## src/rtl/codificador_tx.sv

```systemverilog
// codificador_tx: one BCD record -> eight ASCII digit characters for the UART tx core.
// Define CODIFICADOR_CRLF_EN to append CR, LF after the digits (10-character frame).
module codificador_tx #(
  parameter logic [7:0] ASCII_BASE  = 8'h30,
  parameter int         ACK_TIMEOUT = 1023,
  parameter int         TO_W        = 10
) (
  input  logic        clk,
  input  logic        rst,
  input  logic        enviar,
  input  logic [11:0] humedad,
  input  logic [15:0] hora,
  input  logic [3:0]  tipoPlanta,
  input  logic        ocupado,
  output logic [7:0]  dato,
  output logic        iniciar,
  output logic        enviando,
  output logic        listo,
  output logic        error
);

`ifdef CODIFICADOR_CRLF_EN
  typedef enum logic [2:0] {
    IDLE, START, WAIT_ACK, WAIT_DONE, CR, LF
  } state_t;
`else
  typedef enum logic [1:0] {
    IDLE, START, WAIT_ACK, WAIT_DONE
  } state_t;
`endif

  localparam logic [TO_W:0] LP_TO =
    (TO_W+1)'(ACK_TIMEOUT);

  state_t        r_state, w_state_nx;
  logic [31:0]   r_snap, w_snap_nx;
  logic [2:0]    r_idx, w_idx_nx;
  logic [TO_W-1:0] r_to, w_to_nx;
  logic [7:0]    r_dato, w_dato_nx;
  logic          r_env, w_env_nx;
  logic          r_listo, w_listo_nx;
  logic          r_err, w_err_nx;
  logic          w_ini;
  logic          w_last;
  logic [2:0]    w_idx_inc;
  logic [TO_W:0] w_to_inc;
  logic [31:0]   w_word;
`ifdef CODIFICADOR_CRLF_EN
  logic [1:0]    r_tail, w_tail_nx;
`endif

  // Digit idx sits at bits (7-idx)*4; non-BCD nibbles become '?'
  function automatic logic [7:0] f_char(
    input logic [31:0] word,
    input logic [2:0]  idx
  );
    logic [3:0] d;
    d = word[{~idx, 2'b00} +: 4];
    if (d > 4'd9) return 8'h3F;
    return ASCII_BASE + {4'h0, d};
  endfunction

  assign w_word    = {humedad, hora, tipoPlanta};
  assign w_idx_inc = r_idx + 3'd1;
  assign w_to_inc  = {1'b0, r_to} + (TO_W+1)'(1);

`ifdef CODIFICADOR_CRLF_EN
  assign w_last = (r_tail == 2'd2);
`else
  assign w_last = (r_idx == 3'd7);
`endif

  always_comb begin
    w_state_nx = r_state;
    w_snap_nx  = r_snap;
    w_idx_nx   = r_idx;
    w_to_nx    = r_to;
    w_dato_nx  = r_dato;
    w_env_nx   = r_env;
    w_listo_nx = 1'b0;
    w_err_nx   = 1'b0;
    w_ini      = 1'b0;
`ifdef CODIFICADOR_CRLF_EN
    w_tail_nx  = r_tail;
`endif
    unique case (r_state)
      IDLE: begin
        if (enviar && !ocupado) begin
          w_snap_nx  = w_word;
          w_idx_nx   = 3'd0;
          w_dato_nx  = f_char(w_word, 3'd0);
          w_env_nx   = 1'b1;
          w_state_nx = START;
`ifdef CODIFICADOR_CRLF_EN
          w_tail_nx  = 2'd0;
`endif
        end
      end
`ifdef CODIFICADOR_CRLF_EN
      START, CR, LF: begin
`else
      START: begin
`endif
        if (!ocupado) begin
          w_ini      = 1'b1;
          w_to_nx    = '0;
          w_state_nx = WAIT_ACK;
        end
      end
      WAIT_ACK: begin
        if (ocupado) begin
          w_state_nx = WAIT_DONE;
        end else if (w_to_inc == LP_TO) begin
          w_err_nx   = 1'b1;
          w_env_nx   = 1'b0;
          w_state_nx = IDLE;
        end else begin
          w_to_nx = w_to_inc[TO_W-1:0];
        end
      end
      WAIT_DONE: begin
        if (!ocupado) begin
          if (w_last) begin
            w_listo_nx = 1'b1;
            w_env_nx   = 1'b0;
            w_state_nx = IDLE;
`ifdef CODIFICADOR_CRLF_EN
          end else if (r_tail == 2'd1) begin
            w_dato_nx  = 8'h0A;
            w_tail_nx  = 2'd2;
            w_state_nx = LF;
          end else if (r_idx == 3'd7) begin
            w_dato_nx  = 8'h0D;
            w_tail_nx  = 2'd1;
            w_state_nx = CR;
`endif
          end else begin
            w_idx_nx   = w_idx_inc;
            w_dato_nx  = f_char(r_snap, w_idx_inc);
            w_state_nx = START;
          end
        end
      end
      default: w_state_nx = IDLE;
    endcase
  end

  always_ff @(posedge clk) begin
    if (rst) begin
      r_state <= IDLE;
      r_snap  <= '0;
      r_idx   <= '0;
      r_to    <= '0;
      r_dato  <= 8'h00;
      r_env   <= 1'b0;
      r_listo <= 1'b0;
      r_err   <= 1'b0;
`ifdef CODIFICADOR_CRLF_EN
      r_tail  <= 2'd0;
`endif
    end else begin
      r_state <= w_state_nx;
      r_snap  <= w_snap_nx;
      r_idx   <= w_idx_nx;
      r_to    <= w_to_nx;
      r_dato  <= w_dato_nx;
      r_env   <= w_env_nx;
      r_listo <= w_listo_nx;
      r_err   <= w_err_nx;
`ifdef CODIFICADOR_CRLF_EN
      r_tail  <= w_tail_nx;
`endif
    end
  end

  assign dato     = r_dato;
  assign iniciar  = w_ini;
  assign enviando = r_env;
  assign listo    = r_listo;
  assign error    = r_err;

endmodule

```

## config.mk

```make
export PLATFORM = sky130hd
export DESIGN_NAME = codificador_tx
export DESIGN_NICKNAME = d
export VERILOG_FILES = /design/src/rtl/codificador_tx.sv
export SDC_FILE = /design/constraint.sdc
export NUM_CORES = 1
export LEC_CHECK = 0
export CAP_MARGIN = 25
export CORE_UTILIZATION = 35
export DETAILED_ROUTE_END_ITERATION = 7
export GPL_TIMING_DRIVEN = 1
export HOLD_SLACK_MARGIN = 0.02
export PLACE_DENSITY = 0.53
export RECOVER_POWER = 50
export SETUP_SLACK_MARGIN = 0.15
export SYNTH_ARGS = -nofsm -noshare
export SYNTH_HDL_FRONTEND = slang
export SYNTH_SLANG_ARGS = --single-unit
```

## constraint.sdc

```tcl
create_clock -name clk -period 4.1 [get_ports clk]
set_input_delay 0.82 -clock clk [delete_from_list [all_inputs] [get_ports clk]]
set_output_delay 0.82 -clock clk [all_outputs]
set_load 0.02 [all_outputs]
```

After elaboration in Yosys (flattened, before gate mapping)
Index checks and enable logic that the tools add are counted.
Widths: inputs -> output; s select.
{"block": "classes", "n_shift": 1, "bitwise_logic": 3, "n_lt_le_gt_ge": 2, "mux": 40, "multipliers": 0, "n_addsub": 4, "n_reduce_logical": 13, "eq_ne": 14, "div_mod_pow": 0}
{"cell": "$mux 8", "n": 7}
{"cell": "$shiftx 32x6->4", "n": 1}
{"cell": "$mux 10", "n": 3}
{"cell": "$pmux 10 s2", "n": 1}
{"cell": "$mux 1", "n": 17}
{"cell": "$ne 2x2->1 const B", "n": 8}
{"cell": "$pmux 8 s2", "n": 1}
{"cell": "$add 6x4->7 const A", "n": 2}
{"cell": "$reduce_and 4->1", "n": 3}
{"cell": "$add 10x1->11 const B", "n": 1}
{"cell": "$eq 11x10->1 const B", "n": 1}
{"cell": "$mux 2", "n": 5}
{"cell": "$mux 3", "n": 3}
{"cell": "$gt 4x4->1 const B", "n": 2}
{"cell": "$pmux 2 s4", "n": 1}
{"cell": "$pmux 3 s2", "n": 1}
{"cell": "$reduce_and 6->1", "n": 1}
{"cell": "$reduce_or 3->1", "n": 2}
{"cell": "$eq 2x2->1 const B", "n": 2}
{"cell": "$reduce_bool 2->1", "n": 2}
{"cell": "$add 3x1->3 const B", "n": 1}
{"cell": "$eq 3x3->1 const B", "n": 1}
{"cell": "$ne 3x3->1 const B", "n": 1}
{"cell": "$not 3->3", "n": 1}
{"cell": "other kinds (8)", "n": 9}
{"block": "word_totals", "inputBits": 36, "wordCells": 85, "mem_count": 0, "latch_bits": 0, "romBits": 0, "out_inout_bits": 12, "register_bits": 58, "ram_bits": 0}

Longest topological paths before layout
Gate-level depths: netlist (run 1).
{"block": "logic_depth", "depth_word": 12, "mapped_depth": 8, "ltp_nobuf": 8}

Worst setup path after synthesis (run 1)
OpenSTA, ideal clock, no wires.
{"block": "synth_path", "path_type": "input port to output port", "startpoint": "input ocupado", "endpoint": "output iniciar", "required_ns": 3.280, "n_path_buf": 1, "arrival_ns": 1.496, "stages": 2, "path_slack_ns": 1.784, "cell_sequence": "clkbuf_1 nor2_1"}
{"block": "synth_via", "elab_chain_cells": 2}
{"element": "from (decl)", "line": "14", "source": "input logic ocupado,"}
{"element": "$mux 1", "line": "104", "source": "if (!ocupado) begin"}
{"element": "$mux 1", "line": "86", "source": "unique case (r_state)"}
{"element": "to (decl)", "line": "16", "source": "output logic iniciar,"}
Every way passes these cells.

Worst setup path in the final report (run 1)
Ends and elaborated chain as after synthesis.

==> results.json, run 1 <==
{
  "netlist_area_sq_um": 2690,
  "worst_pin_slew_ns": 1.43,
  "finalSetupViolCount": 0,
  "use_met2": 0.265,
  "io_pins": 48,
  "cts_setup_buffers": 0,
  "wirelength_um": 5960,
  "critical_path_class": "in -> out",
  "crit_required_ns": 3.28,
  "clk_latency_ns": 0.30,
  "syn_to_final_growth_pct": 20.4,
  "busiest_layer": "met2",
  "cts.sinks": 55,
  "comb_power_share": 0.151,
  "grt_pass1_wl_um": 9860,
  "synth-main-ff-cell": "dfxtp_1",
  "fin_skew_ns": 0.00622,
  "ys_seq_area_frac": 0.410,
  "cts.reportedPaths.clkPinSlew_ns": 0.10,
  "endpoint_kind": "output port",
  "die_x_um": 89.6,
  "post-route-period-util": 0.793,
  "ys_types": 47,
  "avgRoutedWirePerCell_um": 13.4,
  "io_buffers": 45,
  "synth.avg_cell_area_sq_um": 8.56,
  "grtUsageMet3": 0.0274,
  "ctsResizeCount": 0,
  "drt_iter0_markers": 92,
  "synth-async-reset-ratio": 0,
  "diodes": 0,
  "p_per_area_nw_per_um2": 322,
  "yosys_warnings": 0,
  "cts_buffer_depth": 2,
  "vdd.ir_drop.worst_mv": 0.152,
  "numCtsBuffers": 5,
  "synth_edf_count": 0,
  "power.share.clock": 0.293,
  "die-area_sq_um": 8030,
  "critPathMaxFanout": 7,
  "htreeDepth": 2,
  "vias": 2256,
  "hold_viol_final": 0,
  "drc_errors": 0,
  "grt_usage": 0.161,
  "worstPathCellList": "dlygate4sd3_1 -> nor2_1 -> clkdlybuf4s50_1",
  "final_cells": 444,
  "final_layout_size_suffix_gt1_frac": 0.0783,
  "p_sw_frac": 0.274,
  "slowest_stage": "clkdlybuf4s50_1",
  "grt_setup_unrepaired": "false",
  "overflow": 0,
  "place_inst": 437,
  "antenna_found_initial": 0,
  "nets": 385,
  "grt_max_degree": 42,
  "power_w": 0.00104,
  "die_h_um": 89.6,
  "maxSlewHeadroom": 0.0488,
  "core_sq_um": 7330,
  "start_util": 0.366,
  "holdCritPathClass": "reg -> reg",
  "final.setup.tns_ns": 0,
  "via_per_inst": 5.08,
  "p_int_w": 0.000756,
  "switching_power_w": 0.000285,
  "max_freq_mhz": 308,
  "arrival_ns": 2.43,
  "pwr-share-seq": 0.556,
  "fin_crit_ns": 3.25,
  "leakage_nw": 1.12,
  "drt_pass1_iterations": 4,
  "dp_slack_ns": 0.970,
  "final_antenna_net_count": 0,
  "gp_congestion": 0.769,
  "row_count": 31,
  "holdBufCountCts": 0,
  "maxCapViolations": 0,
  "drv_slew": 0,
  "syn_inst": 314,
  "synth_seq_cells": 55,
  "cpPeakStageDelay_ns": 0.69,
  "cts_tree": "built",
  "outcome": "finished clean",
  "timing.final.ws_setup_ns": 0.850,
  "cts_root_buf": "clkbuf_8",
  "met1_usage": 0.216,
  "dp_hpwl_um": 4200,
  "grt_pass1_vias": 2062,
  "crit_path_start_kind": "input pin"
}
area by class of cell:
type,count,area (sq um)
clock inverters,2,17.5
flip-flops and latches,55,1100
inverters,2,7.51
repair buffers,49,468
clock buffers,5,68.8
multi-input cells,232,1450
fillers,773,4100
well taps,99,124
logic make-up after synthesis:
| group | count (synthesis) | synth area share |
|---|---|---|
| XOR/XNOR | 4 | 0.0130 |
| other | 1 | 0.00140 |
| flip-flops | 55 | 0.410 |
| multiplexers | 15 | 0.106 |
| AND/OR/NAND/NOR | 138 | 0.240 |
| buffers and inverters | 28 | 0.0550 |
| AO/OA/AOI/OAI | 69 | 0.156 |
| adder cells (fa/ha/maj) | 4 | 0.0186 |
sequential cells by signal, summed over array words and instances, names as in the netlist:
signal / cells
r_to: 10
dato: 5
r_snap: 32
listo: 1
r_idx: 3
enviando: 1
error: 1
r_state: 2
through the flow:
step	hold WS, ns	instance area [sq um]	util
2_1_floorplan	0.432	2690	-
3_3_place_gp	0.439	3160	0.430
3_5_place_dp	0.444	3160	0.430
4_1_cts	0.459	3240	0.442
5_1_grt	0.479	3230	0.441
6_report	0.458	3230	0.441
placed cells by master, fill, tap and decap left out, drive strengths merged, types with 2 or more instances in the layout:
cell type      count
inv                3
a211oi             4
a2111oi            3
nor4               3
mux4               8
nand4              6
clkdlybuf4s50     41
nor3               7
and4               2
nand3              6
a21oi             41
nand2             74
o21ai             10
and2               3
ha                 4
conb               2
mux2               7
dfxtp             55
nor2b              4
nand3b             2
xnor2              3
or3                2
dlygate4sd3        3
nand2b             3
clkbuf             7
nor2              20
o31ai              4
a31oi              2
buf                3
nor3b              4
per-layer routing:
layer  up-vias  part of all wire
li1       1159                 -
met1      1052              0.49
met2        41              0.47
met3         4             0.029
met4         0             0.010
met5         -                 0
Yosys cell counts (3+ instances only):
| master | count | share of area |
|---|---|---|
| o31ai_1 | 3 | 0.0084 |
| clkbuf_1 | 17 | 0.024 |
| a2111oi_0 | 3 | 0.0098 |
| a211oi_1 | 4 | 0.011 |
| nor3_1 | 6 | 0.011 |
| nor4_1 | 3 | 0.0070 |
| nor2b_1 | 4 | 0.0093 |
| buf_6 | 3 | 0.013 |
| mux2_2 | 6 | 0.025 |
| nor3b_1 | 4 | 0.011 |
| nand2_1 | 73 | 0.10 |
| nand3_1 | 6 | 0.011 |
| o21ai_0 | 10 | 0.019 |
| ha_1 | 4 | 0.019 |
| nand2b_1 | 3 | 0.0070 |
| nor2_1 | 20 | 0.028 |
| a21oi_1 | 39 | 0.073 |
| buf_4 | 5 | 0.014 |
| dfxtp_1 | 55 | 0.41 |
| mux4_1 | 6 | 0.059 |
| nand4_1 | 5 | 0.012 |
| xnor2_1 | 3 | 0.0098 |
final timing paths:
| path | endpoint | from | slack, ns | cells after the start |
|---|---|---|---|---|
| setup / recovery | iniciar | ocupado | 0.85 | 3 |
| hold / removal | r_snap[9] | r_snap[9] | 0.46 | 2 |
| setup reg to reg | dato[2] | r_idx[0] | 1.49 | 5 |
| hold reg to reg | r_snap[9] | r_snap[9] | 0.46 | 2 |
power groups by stage:
stage / Sequential, W / Combinational, W / Clock [W]
floorplan: 0.000588 / 0.0000951 / 0
global placement: 0.000592 / 0.000159 / 0
detailed placement: 0.000592 / 0.000160 / 0
CTS: 0.000580 / 0.000160 / 0.000314
global route: 0.000583 / 0.000175 / 0.000338
finish: 0.000579 / 0.000157 / 0.000305
critical path, delay by kind of cell:
family | cells | cell delay (ns)
buf+inv | 2 | 1.25
simple gates | 1 | 0.37
No activity file was read; power rests on OpenSTA's default activity.
==> inputs of run 2 (changes only) <==
- PLACE_DENSITY: 0.53 -> 0.55
- clock period: 4.1 -> 2.8 ns (I/O delays scaled with it)
==> results.json, run 2 (synthesized netlist as in run 1, its figures left out) <==
{
  "final.setup.tns_ns": 0,
  "multiInputGateArea_sq_um": 1440,
  "core_sq_um": 7330,
  "holdBufCountCts": 0,
  "maxSlewHeadroom": 0.496,
  "max_freq_mhz": 410,
  "start_util": 0.366,
  "dp_hpwl_um": 4130,
  "arrival_ns": 2.69,
  "largest_reg_flops": 32,
  "drt_iter0_markers": 109,
  "final_layout_size_suffix_gt1_frac": 0.0888,
  "timing.final.ws_setup_ns": 0.361,
  "top_register": "r_snap",
  "critPathMaxFanout": 33,
  "cts.reportedPaths.clkPinSlew_ns": 0.10,
  "grt_setup_unrepaired": "false",
  "finalSetupViolCount": 0,
  "ff_latch_area_sq_um": 1100,
  "cts_root_buf": "clkbuf_8",
  "antenna_found_initial": 0,
  "clk_latency_ns": 0.31,
  "fin_crit_ns": 2.44,
  "avgRoutedWirePerCell_um": 13.3,
  "layout_commonest_cell": "nand2_1",
  "drc_errors": 0,
  "io_buffers": 45,
  "cts_buffer_depth": 2,
  "ctsResizeCount": 0,
  "wirelength_um": 5940,
  "utilization": 0.445,
  "htreeDepth": 2,
  "drv_slew": 0,
  "gp_congestion": 0.822,
  "crit_required_ns": 3.05,
  "p_per_area_nw_per_um2": 480,
  "via_per_inst": 4.97,
  "worst_pin_slew_ns": 0.756,
  "n_fill_cell": 756,
  "hold_viol_final": 0,
  "die_h_um": 89.6,
  "grt_usage": 0.163,
  "endpoint_kind": "register",
  "vdd.ir_drop.worst_mv": 0.175,
  "numCtsBuffers": 5,
  "outcome": "finished clean",
  "grt_pass1_wl_um": 10100,
  "holdCritPathClass": "reg -> reg",
  "layout_common_cells": "73 x nand2_1, 55 x dfxtp_1, 41 x clkdlybuf4s50_1",
  "cts_setup_buffers": 0,
  "drt_pass1_iterations": 4,
  "final_antenna_net_count": 0,
  "leakage_nw": 1.15,
  "die_x_um": 89.6,
  "die-area_sq_um": 8030,
  "grt_pass1_vias": 2123,
  "syn_to_final_growth_pct": 21.4,
  "overflow": 0,
  "final_cells": 448,
  "io_pins": 48,
  "diodes": 0,
  "vias": 2228,
  "place_inst": 440,
  "crit_path_start_kind": "input pin",
  "post-route-period-util": 0.871,
  "dp_slack_ns": 0.318,
  "fin_skew_ns": 0.00592,
  "cts.sinks": 55,
  "cts_tree": "built",
  "nets": 388,
  "critical_path_class": "in -> reg",
  "grt_max_degree": 34,
  "row_count": 31,
  "maxCapViolations": 0
}
-- run 2: power breakdown --
part	internal, W	switching [W]
clock	0.000208	0.000279
combinational	0.000112	0.000119
sequential	0.000820	0.0000278
-- run 2: through the flow --
stage	hold slack [ns]	instance area, sq um	total power [W]
4_1_cts	0.461	3280	0.00159
5_1_grt	0.480	3260	0.00165
2_1_floorplan	0.432	2690	0.00100
3_3_place_gp	0.441	3180	0.00110
3_5_place_dp	0.445	3180	0.00110
6_report	0.458	3260	0.00156
-- run 2: area by class of cell --
cell class                 count  area share
timing repair buffer          52       0.151
inverter                       2     0.00230
clock buffer                   6      0.0253
sequential                    55       0.338
multi-input combinational    232       0.441
clock inverter                 2     0.00537
tap                           99      0.0380
-- run 2: worst max-delay path, cell delays in order --
cell and delay [ns]:
dlygate4sd3_1 0.55, clkbuf_1 0.34, nor3_1 0.35, clkbuf_2 0.57, nand2_1 0.15, a21oi_1 0.14
-- run 2: path summary, 6_finish.rpt --
check,from,slack [ns],to,cells after the start
min,r_snap[18],0.46,r_snap[18],2
max reg2reg,r_idx[0],0.51,dato[0],5
min reg2reg,r_snap[18],0.46,r_snap[18],2
max,ocupado,0.36,r_snap[3],6
-- run 2: routing by layer --
layer	GRT usage	vias to the layer above	wire [um]
met2	0.271	46	2710
met3	0.0283	5	219
met5	0	-	0
met1	0.219	1011	2960
met4	0.0433	0	47
li1	-	1166	-
==> inputs of run 3 (changes only) <==
- CAP_MARGIN: 25 -> 20
- RECOVER_POWER: 50 -> not set
==> results.json, run 3 (synthesized netlist as in run 1, its figures left out) <==
{
  "utilization": 0.447,
  "finalSetupViolCount": 0,
  "dp_slack_ns": 0.318,
  "post-route-period-util": 0.851,
  "die_x_um": 89.6,
  "crit_path_start_kind": "register",
  "grt_pass1_vias": 2123,
  "grt_usage": 0.163,
  "leakage_nw": 1.15,
  "power.share.clock": 0.310,
  "drt-met1-wl_um": 2970,
  "crit_required_ns": 2.24,
  "htreeDepth": 2,
  "numCtsBuffers": 5,
  "top_register": "r_snap",
  "switching_power_w": 0.000428,
  "core_sq_um": 7330,
  "layout_common_cells": "73 x nand2_1, 55 x dfxtp_1, 44 x clkdlybuf4s50_1",
  "die_h_um": 89.6,
  "gp_congestion": 0.822,
  "p_int_w": 0.00114,
  "power_w": 0.00157,
  "maxCapViolations": 0,
  "holdBufCountCts": 0,
  "overflow": 0,
  "syn_to_final_growth_pct": 22.0,
  "drv_slew": 0,
  "row_count": 31,
  "cts_tree": "built",
  "pwr-share-seq": 0.540,
  "grt_max_degree": 34,
  "io_buffers": 45,
  "io_pins": 48,
  "routed.top_layer": "met4",
  "cts_buffer_depth": 2,
  "dr_wl_met2_um": 2730,
  "cts.reportedPaths.clkPinSlew_ns": 0.10,
  "critPathMaxFanout": 13,
  "holdCritPathClass": "reg -> reg",
  "clk_latency_ns": 0.31,
  "avgRoutedWirePerCell_um": 13.3,
  "cts_setup_buffers": 0,
  "cts_root_buf": "clkbuf_8",
  "largest_reg_flops": 32,
  "holdWs_ns": 0.458,
  "drt_iter0_markers": 107,
  "drc_errors": 0,
  "dp_hpwl_um": 4130,
  "via_per_inst": 4.99,
  "grt_setup_unrepaired": "false",
  "vdd.ir_drop.worst_mv": 0.175,
  "ctsResizeCount": 0,
  "arrival_ns": 1.82,
  "start_util": 0.366,
  "ff_latch_area_sq_um": 1100,
  "timing.final.ws_setup_ns": 0.417,
  "final_antenna_net_count": 0,
  "wirelength_um": 5960,
  "die-area_sq_um": 8030,
  "fin_skew_ns": 0.00593,
  "fin_crit_ns": 2.38,
  "layout_commonest_cell": "nand2_1",
  "multiInputGateArea_sq_um": 1450,
  "maxSlewHeadroom": 0.603,
  "final.setup.tns_ns": 0,
  "nets": 388,
  "p_sw_frac": 0.272,
  "antenna_found_initial": 0,
  "critical_path_class": "reg -> out",
  "endpoint_kind": "output port",
  "diodes": 0,
  "n_fill_cell": 757,
  "hold_viol_final": 0,
  "outcome": "finished clean",
  "worst_pin_slew_ns": 0.596,
  "grt_pass1_wl_um": 10100,
  "comb_power_share": 0.149,
  "max_freq_mhz": 420,
  "final_layout_size_suffix_gt1_frac": 0.0946,
  "met3WireLength_um": 211,
  "drt_pass1_iterations": 4,
  "p_per_area_nw_per_um2": 479,
  "cts.sinks": 55,
  "vias": 2236
}
[run 3: stage by stage]
stage               instances  instance area, sq um
finish                    448                  3280
detailed placement        440                  3180
global route              448                  3280
CTS                       448                  3280
global placement          440                  3180
floorplan                 315                  2690
[run 3: final timing paths]
check,start,to,cells after the start,slack (ns)
setup reg to reg,r_idx[0],dato[0],5,0.51
hold / removal,r_snap[18],r_snap[18],2,0.46
hold reg to reg,r_snap[18],r_snap[18],2,0.46
setup / recovery,r_state[1],iniciar,3,0.42
[run 3: per-layer routing]
layer / global-route usage / vias to the layer above
li1: - / 1166
met1: 0.219 / 1019
met2: 0.271 / 46
met3: 0.0283 / 5
met4: 0.0433 / 0
met5: 0 / -
[run 3: area by class of cell]
class / instances / area share
Clock buffer: 6 / 0.0252
Clock inverter: 2 / 0.00534
Inverter: 2 / 0.00229
Multi-Input combinational cell: 232 / 0.442
Sequential cell: 55 / 0.336
Tap cell: 99 / 0.0378
Timing Repair Buffer: 52 / 0.152
[run 3: worst max-delay path, cell delays in order (launching register included)]
cell and delay, ns:
dfxtp_1 0.47, nand2b_1 0.27, nor2_1 0.15, clkdlybuf4s50_1 0.62
[run 3: power groups by stage]
stage | logic, W | registers, W | clock network, W
after CTS | 0.000238 | 0.000849 | 0.000504
final | 0.000234 | 0.000848 | 0.000487
after floorplan | 0.000139 | 0.000861 | 0
after global placement | 0.000235 | 0.000866 | 0
after detailed placement | 0.000237 | 0.000867 | 0
after global routing | 0.000262 | 0.000855 | 0.000535
